$ cat src/rtl/lifo_pkg.sv
`default_nettype none
// ============================================================================
// Module : lifo_pkg
// Purpose: Shared definitions for the LIFO pop adapter slice: drain FSM state
//          encoding, default data width and the count-field width helper.
// Rev    : 1.0  initial release
// ============================================================================
package lifo_pkg;

  localparam int DEFAULT_DATA_WIDTH = 8;

  typedef enum logic [1:0] {
    IDLE  = 2'd0,
    POP   = 2'd1,
    FLUSH = 2'd2
  } state_t;

  // Width needed to hold any request count from 0 up to max_count inclusive.
  function automatic int cnt_width(input int max_count);
    return $clog2(max_count + 1);
  endfunction

endpackage
`default_nettype wire

$ cat src/rtl/lifo_pop_skid_buf.sv
`default_nettype none
// ============================================================================
// Module : lifo_pop_skid_buf
// Purpose: 2-entry FIFO that catches words returned by the LIFO so that
//          downstream back-pressure never drops data.
// Ports  : clk, rst        - clock, synchronous active-high reset
//          wr_en, wr_data  - write one word at the tail
//          rd_en           - pop the head word
//          head_data       - current head word
//          occupancy       - number of stored words, 0..2
// Rev    : 1.0  initial release
// ============================================================================
module lifo_pop_skid_buf
  import lifo_pkg::*;
#(
  parameter int DATA_WIDTH = DEFAULT_DATA_WIDTH
) (
  input  logic                  clk,
  input  logic                  rst,
  input  logic                  wr_en,
  input  logic [DATA_WIDTH-1:0] wr_data,
  input  logic                  rd_en,
  output logic [DATA_WIDTH-1:0] head_data,
  output logic [1:0]            occupancy
);

  logic [DATA_WIDTH-1:0] mem [2];
  logic                  wr_ptr;
  logic                  rd_ptr;
  logic [1:0]            occ;
  logic                  do_rd;
  logic                  do_wr;

  // A write into a full buffer is only allowed when the head leaves the
  // same cycle; the adapter's credit check never asks for more.
  assign do_rd = rd_en && (occ != 2'd0);
  assign do_wr = wr_en && ((occ != 2'd2) || do_rd);

  always_ff @(posedge clk) begin
    if (rst) begin
      mem[0] <= '0;
      mem[1] <= '0;
      wr_ptr <= 1'b0;
      rd_ptr <= 1'b0;
      occ    <= 2'd0;
    end else begin
      if (do_wr) begin
        mem[wr_ptr] <= wr_data;
        wr_ptr      <= ~wr_ptr;
      end
      if (do_rd) begin
        rd_ptr <= ~rd_ptr;
      end
      case ({do_wr, do_rd})
        2'b10:   occ <= occ + 2'd1;
        2'b01:   occ <= occ - 2'd1;
        default: occ <= occ;
      endcase
    end
  end

  assign head_data = mem[rd_ptr];
  assign occupancy = occ;

endmodule
`default_nettype wire

$ cat src/rtl/lifo_pop_adapter.sv
`default_nettype none
// ============================================================================
// Module : lifo_pop_adapter
// Purpose: Reader-side companion to a LIFO. On a drain command it pops up to
//          drain_count words and presents them, in LIFO order, as a
//          valid/ready stream with out_last on the final word.
// Ports  : clk, rst                  - clock, synchronous active-high reset
//          drain_start, drain_count  - command pulse and requested word count
//          busy, drain_done, drain_short - command status
//          lifo_rd_en, lifo_data_rd, lifo_empty - LIFO read side
//          out_data, out_valid, out_ready, out_last - output stream
// Config : LIFO_POP_ADAPTER_WAIT_EN - when defined, an empty LIFO stalls the
//          drain instead of ending it early (drain_short is then always 0).
// Rev    : 1.0  initial release
// ============================================================================
module lifo_pop_adapter
  import lifo_pkg::*;
#(
  parameter  int DATA_WIDTH = DEFAULT_DATA_WIDTH,
  parameter  int MAX_COUNT  = 16,
  localparam int CNT_W      = cnt_width(MAX_COUNT)
) (
  input  logic                  clk,
  input  logic                  rst,
  input  logic                  drain_start,
  input  logic [CNT_W-1:0]      drain_count,
  output logic                  busy,
  output logic                  drain_done,
  output logic                  drain_short,
  output logic                  lifo_rd_en,
  input  logic [DATA_WIDTH-1:0] lifo_data_rd,
  input  logic                  lifo_empty,
  output logic [DATA_WIDTH-1:0] out_data,
  output logic                  out_valid,
  input  logic                  out_ready,
  output logic                  out_last
);

  localparam logic [CNT_W-1:0] CNT_ONE = CNT_W'(1);

  state_t                state_q;
  state_t                state_d;
  logic [CNT_W-1:0]      remaining_q;
  logic                  inflight_q;
  logic                  short_q;
  logic                  done_d;
  logic                  short_d;

  logic [DATA_WIDTH-1:0] head_data;
  logic [1:0]            occ;
  logic [1:0]            held;
  logic                  pop_issue;
  logic                  underrun;
  logic                  bypass_take;
  logic                  buf_wr;
  logic                  buf_rd;
  logic                  drained;
  logic                  no_more_pops;

  // Words either stored or on their way back from the LIFO.
  assign held = occ + {1'b0, inflight_q};

  assign pop_issue = (state_q == POP) && (remaining_q != '0) && !lifo_empty &&
                     (held < 2'd2);

`ifdef LIFO_POP_ADAPTER_WAIT_EN
  assign underrun = 1'b0;
`else
  assign underrun = (state_q == POP) && (remaining_q != '0) && lifo_empty;
`endif

  // With an empty buffer the returning word is shown straight from the LIFO
  // read port; this is what gives first valid one cycle after the first pop.
  // It only enters the buffer if the consumer does not take it right away.
  assign bypass_take = inflight_q && (occ == 2'd0) && out_ready;
  assign buf_wr      = inflight_q && !bypass_take;
  assign buf_rd      = (occ != 2'd0) && out_ready;

  assign out_valid = (occ != 2'd0) || inflight_q;
  assign out_data  = (occ != 2'd0) ? head_data :
                     (inflight_q   ? lifo_data_rd : '0);

  // The visible word is the last one when it is the only word held and the
  // drain can no longer issue pops (count exhausted or underrun this cycle).
  assign no_more_pops = (state_q == FLUSH) ||
                        ((state_q == POP) && ((remaining_q == '0) || underrun));
  assign out_last     = out_valid && (held == 2'd1) && no_more_pops;

  assign drained    = (occ == 2'd0) && !inflight_q;
  assign busy       = (state_q != IDLE);
  assign lifo_rd_en = pop_issue;

  lifo_pop_skid_buf #(
    .DATA_WIDTH (DATA_WIDTH)
  ) u_buf (
    .clk       (clk),
    .rst       (rst),
    .wr_en     (buf_wr),
    .wr_data   (lifo_data_rd),
    .rd_en     (buf_rd),
    .head_data (head_data),
    .occupancy (occ)
  );

  always_comb begin
    state_d = state_q;
    done_d  = 1'b0;
    short_d = 1'b0;
    case (state_q)
      IDLE: begin
        if (drain_start) begin
          if (drain_count != '0) begin
            state_d = POP;
          end else begin
            done_d = 1'b1;
          end
        end
      end
      POP: begin
        if (underrun || (pop_issue && (remaining_q == CNT_ONE))) begin
          state_d = FLUSH;
        end
      end
      FLUSH: begin
        if (drained) begin
          state_d = IDLE;
          done_d  = 1'b1;
          short_d = short_q;
        end
      end
      default: state_d = IDLE;
    endcase
  end

  always_ff @(posedge clk) begin
    if (rst) begin
      state_q     <= IDLE;
      remaining_q <= '0;
      inflight_q  <= 1'b0;
      short_q     <= 1'b0;
      drain_done  <= 1'b0;
      drain_short <= 1'b0;
    end else begin
      state_q     <= state_d;
      inflight_q  <= pop_issue;
      drain_done  <= done_d;
      drain_short <= short_d;
      if ((state_q == IDLE) && drain_start) begin
        remaining_q <= drain_count;
        short_q     <= 1'b0;
      end else begin
        if (pop_issue) begin
          remaining_q <= remaining_q - CNT_ONE;
        end
        if (underrun) begin
          short_q <= 1'b1;
        end
      end
    end
  end

endmodule
`default_nettype wire

$ cat config.mk
export PLATFORM = sky130hd
export DESIGN_NAME = lifo_pop_adapter
export DESIGN_NICKNAME = d
export VERILOG_FILES = /design/src/rtl/lifo_pkg.sv /design/src/rtl/lifo_pop_skid_buf.sv /design/src/rtl/lifo_pop_adapter.sv
export SDC_FILE = /design/constraint.sdc
export NUM_CORES = 1
export LEC_CHECK = 0
export CORE_MARGIN = 2
export CORE_UTILIZATION = 30
export CTS_CLUSTER_DIAMETER = 120
export CTS_CLUSTER_SIZE = 12
export DETAILED_ROUTE_END_ITERATION = 12
export DONT_BUFFER_PORTS = 1
export REMOVE_ABC_BUFFERS = 1
export SLEW_MARGIN = 15
export SYNTH_ARGS = -nofsm -noshare
export SYNTH_HDL_FRONTEND = slang
export SYNTH_SLANG_ARGS = --single-unit
$ cat constraint.sdc
create_clock -name clk -period 4.65 [get_ports clk]
set_clock_uncertainty 0.2 [all_clocks]
set_input_delay 0.465 -clock clk [delete_from_list [all_inputs] [get_ports clk]]
set_output_delay 0.465 -clock clk [all_outputs]
set_load 0.05 [all_outputs]
# == Yosys cells after proc, flatten, opt, wreduce, memory -nomap -nowiden ==
# Memories as Yosys holds them, arrays and structs flattened. A register that Yosys moved wholly into a read port is not among the register bits.
# Index checks and enable logic that the tools add are counted.
# totals
register_bits,15
latchBits,0
mem_bits_rw,16
mem_bits_ro,0
input_bits,18
out_inout_bits,14
mem_count,1
# mem_list
name,depth,word_bits,read_ports,rd_ports_with_merged_regs,write_ports,line_no,source
u_buf.mem,2,8,1,1,2,lifo_pop_skid_buf.sv:27,logic [DATA_WIDTH-1:0] mem [2];
# classes
n_addsub,4
multipliers,0
div,0
magnitude_cmp,1
eq_ne,11
n_shift,0
muxes,24
bitwise,4
reduce_logical,37
# op_table
op,n
8-bit 2-to-1 mux,3
1-bit logical AND,16
1-bit 2-to-1 mux,12
5-bit 2-to-1 mux,2
5-bit nonzero test,2
2-bit 2-to-1 mux,4
2-bit != test (second input constant),4
2-bit nonzero test,4
8-bit OR reduction,1
2-bit by 1-bit == test with 1-bit output (second input constant),3
2-bit one-hot mux with 3 select lines,1
5-bit by 1-bit == test with 1-bit output (second input constant),1
5-bit logical NOT,1
1-bit logical OR,5
5-bit by 1-bit subtractor with 5-bit output (second input constant),1
2-bit == test (second input constant),2
2-bit logical NOT,2
1-bit NOT,4
2-bit one-hot mux with 2 select lines,1
4-bit AND reduction,1
1-bit logical NOT,3
3-bit OR reduction,1
2-bit by 1-bit adder with 2-bit output,1
2-bit by 1-bit adder with 2-bit output (second input constant),1
other kinds (5),5

# == Longest topological paths before layout ==
# Gate-level depths: netlist of the first run.
# logic_depth
word_depth,11
depth_mapped,7

# == Cells and area by module ==
# From an unflattened synthesis of the first run, not the netlist that was laid out.
# unflattened
cells_unflattened,178
area_unflattened_um2,1727.9
# by_module_without_submodules
mod,n_inst,cells_each,area_per_inst_um2,seq_area_each_um2
lifo_pop_skid_buf,1,75,932.1,580.6
lifo_pop_adapter,1,103,795.8,220.2

# == Least setup slack after synthesis of the first run ==
# No wires, ideal clock.
# synth_path
path_type,register to output
startpoint,register with a tool-made name
endpoint,output port out_data[0]
arrival_time_ns,1.878
required_ns,3.985
path_slack_ns,2.107
path_stages_with_launch,4
n_path_buf,1
path_cell_list,dfxtp_1 -> clkbuf_1 -> mux2i_1 -> o21ai_0
# synth_lines
item,line_no,source
end: declaration,lifo_pop_adapter.sv:33,"output logic [DATA_WIDTH-1:0] out_data,"

# == Final worst setup path of the first run ==
# layout_path
startpoint,"register u_buf.occ[1], in the netlist u_buf.occupancy[1]"
endpoint,output port out_data[7]
# layout_between
elab_chain_len,2
# layout_rtl
item,line_no,source
start: declaration,lifo_pop_skid_buf.sv:30,logic [1:0] occ;
start signal: assignment,lifo_pop_skid_buf.sv:55,2'b10: occ <= occ + 2'd1;
start signal: assignment,lifo_pop_skid_buf.sv:56,2'b01: occ <= occ - 2'd1;
2-bit nonzero test,lifo_pop_adapter.sv:80,assign out_data = (occ != 2'd0) ? head_data :
8-bit 2-to-1 mux,lifo_pop_adapter.sv:80,
# No other way between the ends.

==> flow_metrics.tcl, run 1 <==
set metrics [dict create \
    critical_path_arrival_ns 2.16 \
    r2r-start "u_buf.occupancy[1]$_SDFFE_PP0P_" \
    power_density_mw_per_mm2 398.0 \
    worstSetupEndpoint "out_data[7]" \
    grt_setup_unrepaired "no" \
    num-fill-cells 520 \
    synth_cells 159 \
    rr_worst_depth 5 \
    maxSlewHeadroom 0.3153 \
    synth_ff_type "edfxtp_1" \
    insertion_delay_ns 0.29 \
    totalWireLength_mm 3.293 \
    multi_input_area_um2 784.5 \
    drc 0 \
    seq_area_frac_synth 0.4919 \
    place_congestion 0.7777 \
    root_buffer "clkbuf_8" \
    seqPwrFrac 0.463 \
    setup_viol 0 \
    post-cts-setup-buffers 0 \
    period_share 0.6075 \
    switching_share 0.2879 \
    fin_tns_setup_ns 0 \
    required_ns 3.98 \
    postCtsResizedCells 0 \
    worstPathMaxFanout 17 \
    synth_top_area_share 0.2952 \
    critPathSlowestCell "nor2_1" \
    track_usage 0.1215 \
    ant_nets 0 \
    holdCritPathClass "in2reg" \
    grt_max_degree 23 \
    drv_slew 0 \
    ir_drop_uv 149.7 \
    fin_hold_ws_ns 0.04261 \
    io_pins 32 \
    cp_num_cells 3 \
    antenna_found_initial 0 \
    num_vias 1142 \
    areaGrowthSynthToFinish_pct 10.76 \
    fin_ws_ns 1.825 \
    p_leak_nw 0.6247 \
    initial_core_util 0.3147 \
    path_cells "nor2_1, nand3_1, o21ai_1" \
    setup.worst_path.start_class "register" \
    ys.warnings.count 0 \
    nets 183 \
    regToRegSetupSlack_ns 2.12 \
    insertedDiodeCount 0 \
    grt_pass1_wl_mm 5.664 \
    clkPwrFrac 0.368 \
    clockBufferDepth 2 \
    htreeDepth 2 \
    cp-end-kind "output pin" \
    seqCellArea_um2 800.8 \
    worstMarginPinSlew_ns 1.023 \
    die_area_mm2 0.006031 \
    clkSinkCount 32 \
    p_int_w 0.0005110 \
    portBuffers 0 \
    overflow 0 \
    status "finished clean" \
    synth.avg_cell_area_um2 10.24 \
    synthTopCellsByArea "edfxtp_1 (30%), dfxtp_1 (20%), and2_1 (6.1%)" \
    dp_slack_ns 2.093 \
    drt-initial-drc-count 58 \
    die_x_um 77.66 \
    fp.coreArea_mm2 0.005172 \
    fmax_mhz 354.0 \
    netSwitchingPower_w 0.0002066 \
    cts_hold_buf 0 \
    synth_edf_count 16 \
    rows 26 \
    hold_violations 0 \
    setup.worst_path.class "reg2out" \
    syn-cell-area_mm2 0.001628 \
    cts_made_buffers 5 \
    synth_seq_cells 32 \
    ys_async_sr_fraction 0 \
    vias_per_cell 4.944 \
    synth_cell_types 43 \
    die_h_um 77.66 \
    critPathTopFamily "simple AND/OR/NAND/NOR gates" \
    wl_per_cell_um 14.26 \
    fin_crit_ns 2.825 \
    worstHoldPathCells 1 \
    cap_violations 0 \
    grt_pass1_vias 1195 \
    hpwl_mm 2.324 \
    comb_power_share 0.169 \
    startpoint "u_buf.occupancy[1]$_SDFFE_PP0P_" \
    dr.pass1.iters 4 \
    tritoncts "built" \
    path_clk_slew_ns 0.07 \
    r2r_end "u_buf.occupancy[1]$_SDFFE_PP0P_" \
    drive_above_1_share 0.09938 \
    yosys.area.top_type "edfxtp_1" \
    slowest_delay_ns 0.80 \
    cp.buffers_inverters 0 \
]
[registers in the layout, indices dropped and copies added (netlist names), named ones only]
signal	cells
drain_done	1
u_buf.occupancy	2
remaining_q	5
inflight_q	1
drain_short	1
short_q	1
u_buf.rd_ptr	1
state_q	2
u_buf.wr_ptr	1
u_buf.mem	16
[cells by family after synthesis]
family / share of synthesized area
buffers and inverters: 0.02613
XOR/XNOR: 0.03228
AO/OA/AOI/OAI: 0.1253
AND/OR/NAND/NOR: 0.2367
multiplexers: 0.04919
adder cells (fa/ha/maj): 0.03843
flip-flops: 0.4919
[placed cells by master, fill, tap and decap left out, types with 6 or more instances in the layout]
master and n:
a21oi_1 6, nand3_1 9, dfxtp_1 16, and2_1 16
o21ai_1 9, edfxtp_1 16, nor3_1 9, nor2_1 11
mux2i_1 8
[synth_stat cells (all sizes together) (2+ instances only)]
cell type  instances
edfxtp            16
ha                 5
and4b              2
inv                5
o21bai             2
nor3               9
nor2              11
mux2i              8
nand2              3
or3b               2
and2              16
nor3b              2
or2                2
nand3              9
o21ai             11
nor2b              3
clkbuf             5
a21oi              6
a211oi             2
xnor2              4
xor2               2
dfxtp             16
[worst min-delay path by stage]
stage,start,end
floorplan,short_q$_SDFFE_PP0P_,short_q$_SDFFE_PP0P_
global placement,short_q$_SDFFE_PP0P_,short_q$_SDFFE_PP0P_
detailed placement,short_q$_SDFFE_PP0P_,short_q$_SDFFE_PP0P_
CTS,rst,remaining_q[4]$_SDFFE_PP0P_
global route,rst,remaining_q[4]$_SDFFE_PP0P_
finish,rst,remaining_q[4]$_SDFFE_PP0P_
[per-stage QoR]
stage | total power (W) | util | area, um2 | std cells
6_report | 0.0007177 | 0.3486 | 1803 | 231
3_5_place_dp | 0.0004599 | 0.3270 | 1692 | 223
2_1_floorplan | 0.0004372 | - | 1604 | 153
5_1_grt | 0.0007571 | 0.3486 | 1803 | 231
4_1_cts | 0.0007294 | 0.3486 | 1803 | 231
3_3_place_gp | 0.0004582 | 0.3270 | 1692 | 223
[metal layers]
| metal | GRT usage | routed length (um) |
|---|---|---|
| met1 | 0.1536 | 1583 |
| met3 | 0.04651 | 270 |
| met2 | 0.1784 | 1370 |
| met5 | 0 | 0 |
| met4 | 0.06429 | 68 |
[power groups by stage]
stage | logic [W] | clock network, W | registers, W
6_report | 0.000122 | 0.000264 | 0.000332
3_5_place_dp | 0.000122 | 0 | 0.000338
4_1_cts | 0.000122 | 0.000275 | 0.000332
5_1_grt | 0.000135 | 0.000287 | 0.000335
2_1_floorplan | 0.000104 | 0 | 0.000333
3_3_place_gp | 0.000120 | 0 | 0.000338
[layout make-up]
class / count / area share
Inverter: 5 / 0.01041
Clock inverter: 3 / 0.02359
Tap cell: 70 / 0.04858
Clock buffer: 5 / 0.03817
Sequential cell: 32 / 0.4441
Multi-Input combinational cell: 116 / 0.4351
Power figures use the tool's default switching activity.
==> run 2: changes to the inputs <==
clock period = 2.87 ns   (was 4.65 ns; I/O delays follow)
==> run 2 against run 1 <==
Against the previous run: hold slack got worse by 0.033 ns; register-to-register slack lost 1.9 ns; non-clock buffer count grew 24; utilization up 4.0 points; sequential power increased by 62%; routed wire length grew 7.5%; highest routed layer unchanged; clock-buffer cell count is 1 higher; final cell count grew 10%.
==> flow_metrics.tcl, run 2 (same netlist as run 1, synthesis figures left out) <==
set metrics [dict create \
    slowest_delay_ns 0.57 \
    cp.buffers_inverters 1 \
    clockBufferDepth 2 \
    fin_ws_ns 0.1795 \
    fin_tns_setup_ns 0 \
    setup_viol 0 \
    comb_power_share 0.195 \
    reg_top3 "u_buf.mem x16, remaining_q x5" \
    io_pins 32 \
    p_int_w 0.0008546 \
    num-fill-cells 525 \
    die_x_um 77.66 \
    met2_usage 0.2095 \
    status "finished clean" \
    fp.coreArea_mm2 0.005172 \
    wl_per_cell_um 13.88 \
    cts_hold_buf 12 \
    totalWireLength_mm 3.540 \
    clkPwrFrac 0.352 \
    areaGrowthSynthToFinish_pct 23.60 \
    power_density_mw_per_mm2 591.4 \
    post-cts-setup-buffers 0 \
    setup.worst_path.class "reg2reg" \
    nets 207 \
    rows 26 \
    place_congestion 0.7578 \
    regMostFlops "u_buf.mem" \
    worstMarginPinSlew_ns 0.7274 \
    postCtsResizedCells 0 \
    required_ns 2.84 \
    grt_pass1_vias 1254 \
    critPathTopFamily "buffers and inverters" \
    ir_drop_uv 278.4 \
    placed_cells 234 \
    switching_share 0.2817 \
    drc 0 \
    htreeDepth 2 \
    maxSlewHeadroom 0.5113 \
    insertedDiodeCount 0 \
    track_usage 0.1291 \
    netSwitchingPower_w 0.0003352 \
    p_leak_nw 0.7398 \
    period_share 0.9374 \
    drt-initial-drc-count 46 \
    path_cells "ha_1, xnor2_1, and4b_4, a31o_2, a21oi_1, dlygate4sd3_1" \
    fmax_mhz 371.7 \
    fin_crit_ns 2.690 \
    seqPwrFrac 0.453 \
    holdCritPathClass "in2reg" \
    tritoncts "built" \
    root_buffer "clkbuf_8" \
    clkSinkCount 32 \
    dr.pass1.iters 4 \
    die_h_um 77.66 \
    portBuffers 0 \
    worstPathMaxFanout 14 \
    overflow 0 \
    initial_core_util 0.3147 \
    hpwl_mm 2.260 \
    drive_above_1_share 0.1405 \
    grt_max_degree 18 \
    num_vias 1238 \
    critPathSlowestCell "dlygate4sd3_1" \
    met1_usage 0.1505 \
    insertion_delay_ns 0.28 \
    antenna_found_initial 0 \
    critical_path_arrival_ns 2.66 \
    fin_hold_ws_ns 0.009706 \
    power_w 0.001190 \
    cp_num_cells 6 \
    worstHoldPathCells 1 \
    cts_made_buffers 5 \
    grt.busiest_layer "met2" \
    largest_register_ff_count 16 \
    gr-usage-met3 0.05581 \
    cp-end-kind "register" \
    stdcell_count 255 \
    mostFrequentLayoutCells "and2_1 (16), dfxtp_1 (16), edfxtp_1 (16)" \
    drv_slew 0 \
    hold_violations 0 \
    cap_violations 0 \
    grt_pass1_wl_mm 5.934 \
    path_clk_slew_ns 0.06 \
    die_area_mm2 0.006031 \
    setup.worst_path.start_class "register" \
    rr_worst_depth 6 \
    dp_slack_ns 0.6289 \
    vias_per_cell 4.855 \
    grt_setup_unrepaired "no" \
    ant_nets 0 \
]
-- run 2: layer usage --
| metal | up-vias | wire length [um] |
|---|---|---|
| met5 | - | 0 |
| met4 | 0 | 54 |
| met3 | 6 | 239 |
| met2 | 35 | 1630 |
| met1 | 570 | 1616 |
| li1 | 627 | - |
-- run 2: per-stage QoR --
stage | cell area [um2] | utilization
final | 2012 | 0.3890
after detailed placement | 1774 | 0.3430
after global placement | 1774 | 0.3430
after global routing | 2012 | 0.3890
after floorplan | 1604 | -
after CTS | 2002 | 0.3870
-- run 2: area by class of cell --
type,count,area [um2],area share
sequential,32,800.8,0.3980
multi-input combinational,116,784.5,0.3899
timing repair buffer,24,212.7,0.1057
tap,70,87.58,0.04353
clock buffer,6,72.57,0.03607
clock inverter,2,35.03,0.01741
inverter,5,18.77,0.009328
-- run 2: worst register-to-register path: stages, from the launching register on --
cell	delay, ns
dfxtp_1	0.44
ha_1	0.28
xnor2_1	0.31
and4b_4	0.52
a31o_2	0.20
a21oi_1	0.05
dlygate4sd3_1	0.57
-- run 2: final timing paths --
kind                                   end             startpoint  slack [ns]
min reg2reg           short_q$_SDFFE_PP0P_   short_q$_SDFFE_PP0P_        0.27
min          u_buf.mem[0][5]$_SDFFCE_PN0P_        lifo_data_rd[5]        0.01
max reg2reg    remaining_q[4]$_SDFFE_PP0P_  inflight_q$_SDFF_PP0_        0.18
max            remaining_q[4]$_SDFFE_PP0P_  inflight_q$_SDFF_PP0_        0.18
-- run 2: power groups by stage --
| stage | sequential (W) | clock (W) | combinational, W |
|---|---|---|---|
| 6_report | 0.000539 | 0.000419 | 0.000232 |
| 5_1_grt | 0.000544 | 0.000453 | 0.000253 |
| 4_1_cts | 0.000538 | 0.000433 | 0.000230 |
| 3_5_place_dp | 0.000548 | 0 | 0.000212 |
| 3_3_place_gp | 0.000547 | 0 | 0.000210 |
| 2_1_floorplan | 0.000540 | 0 | 0.000168 |
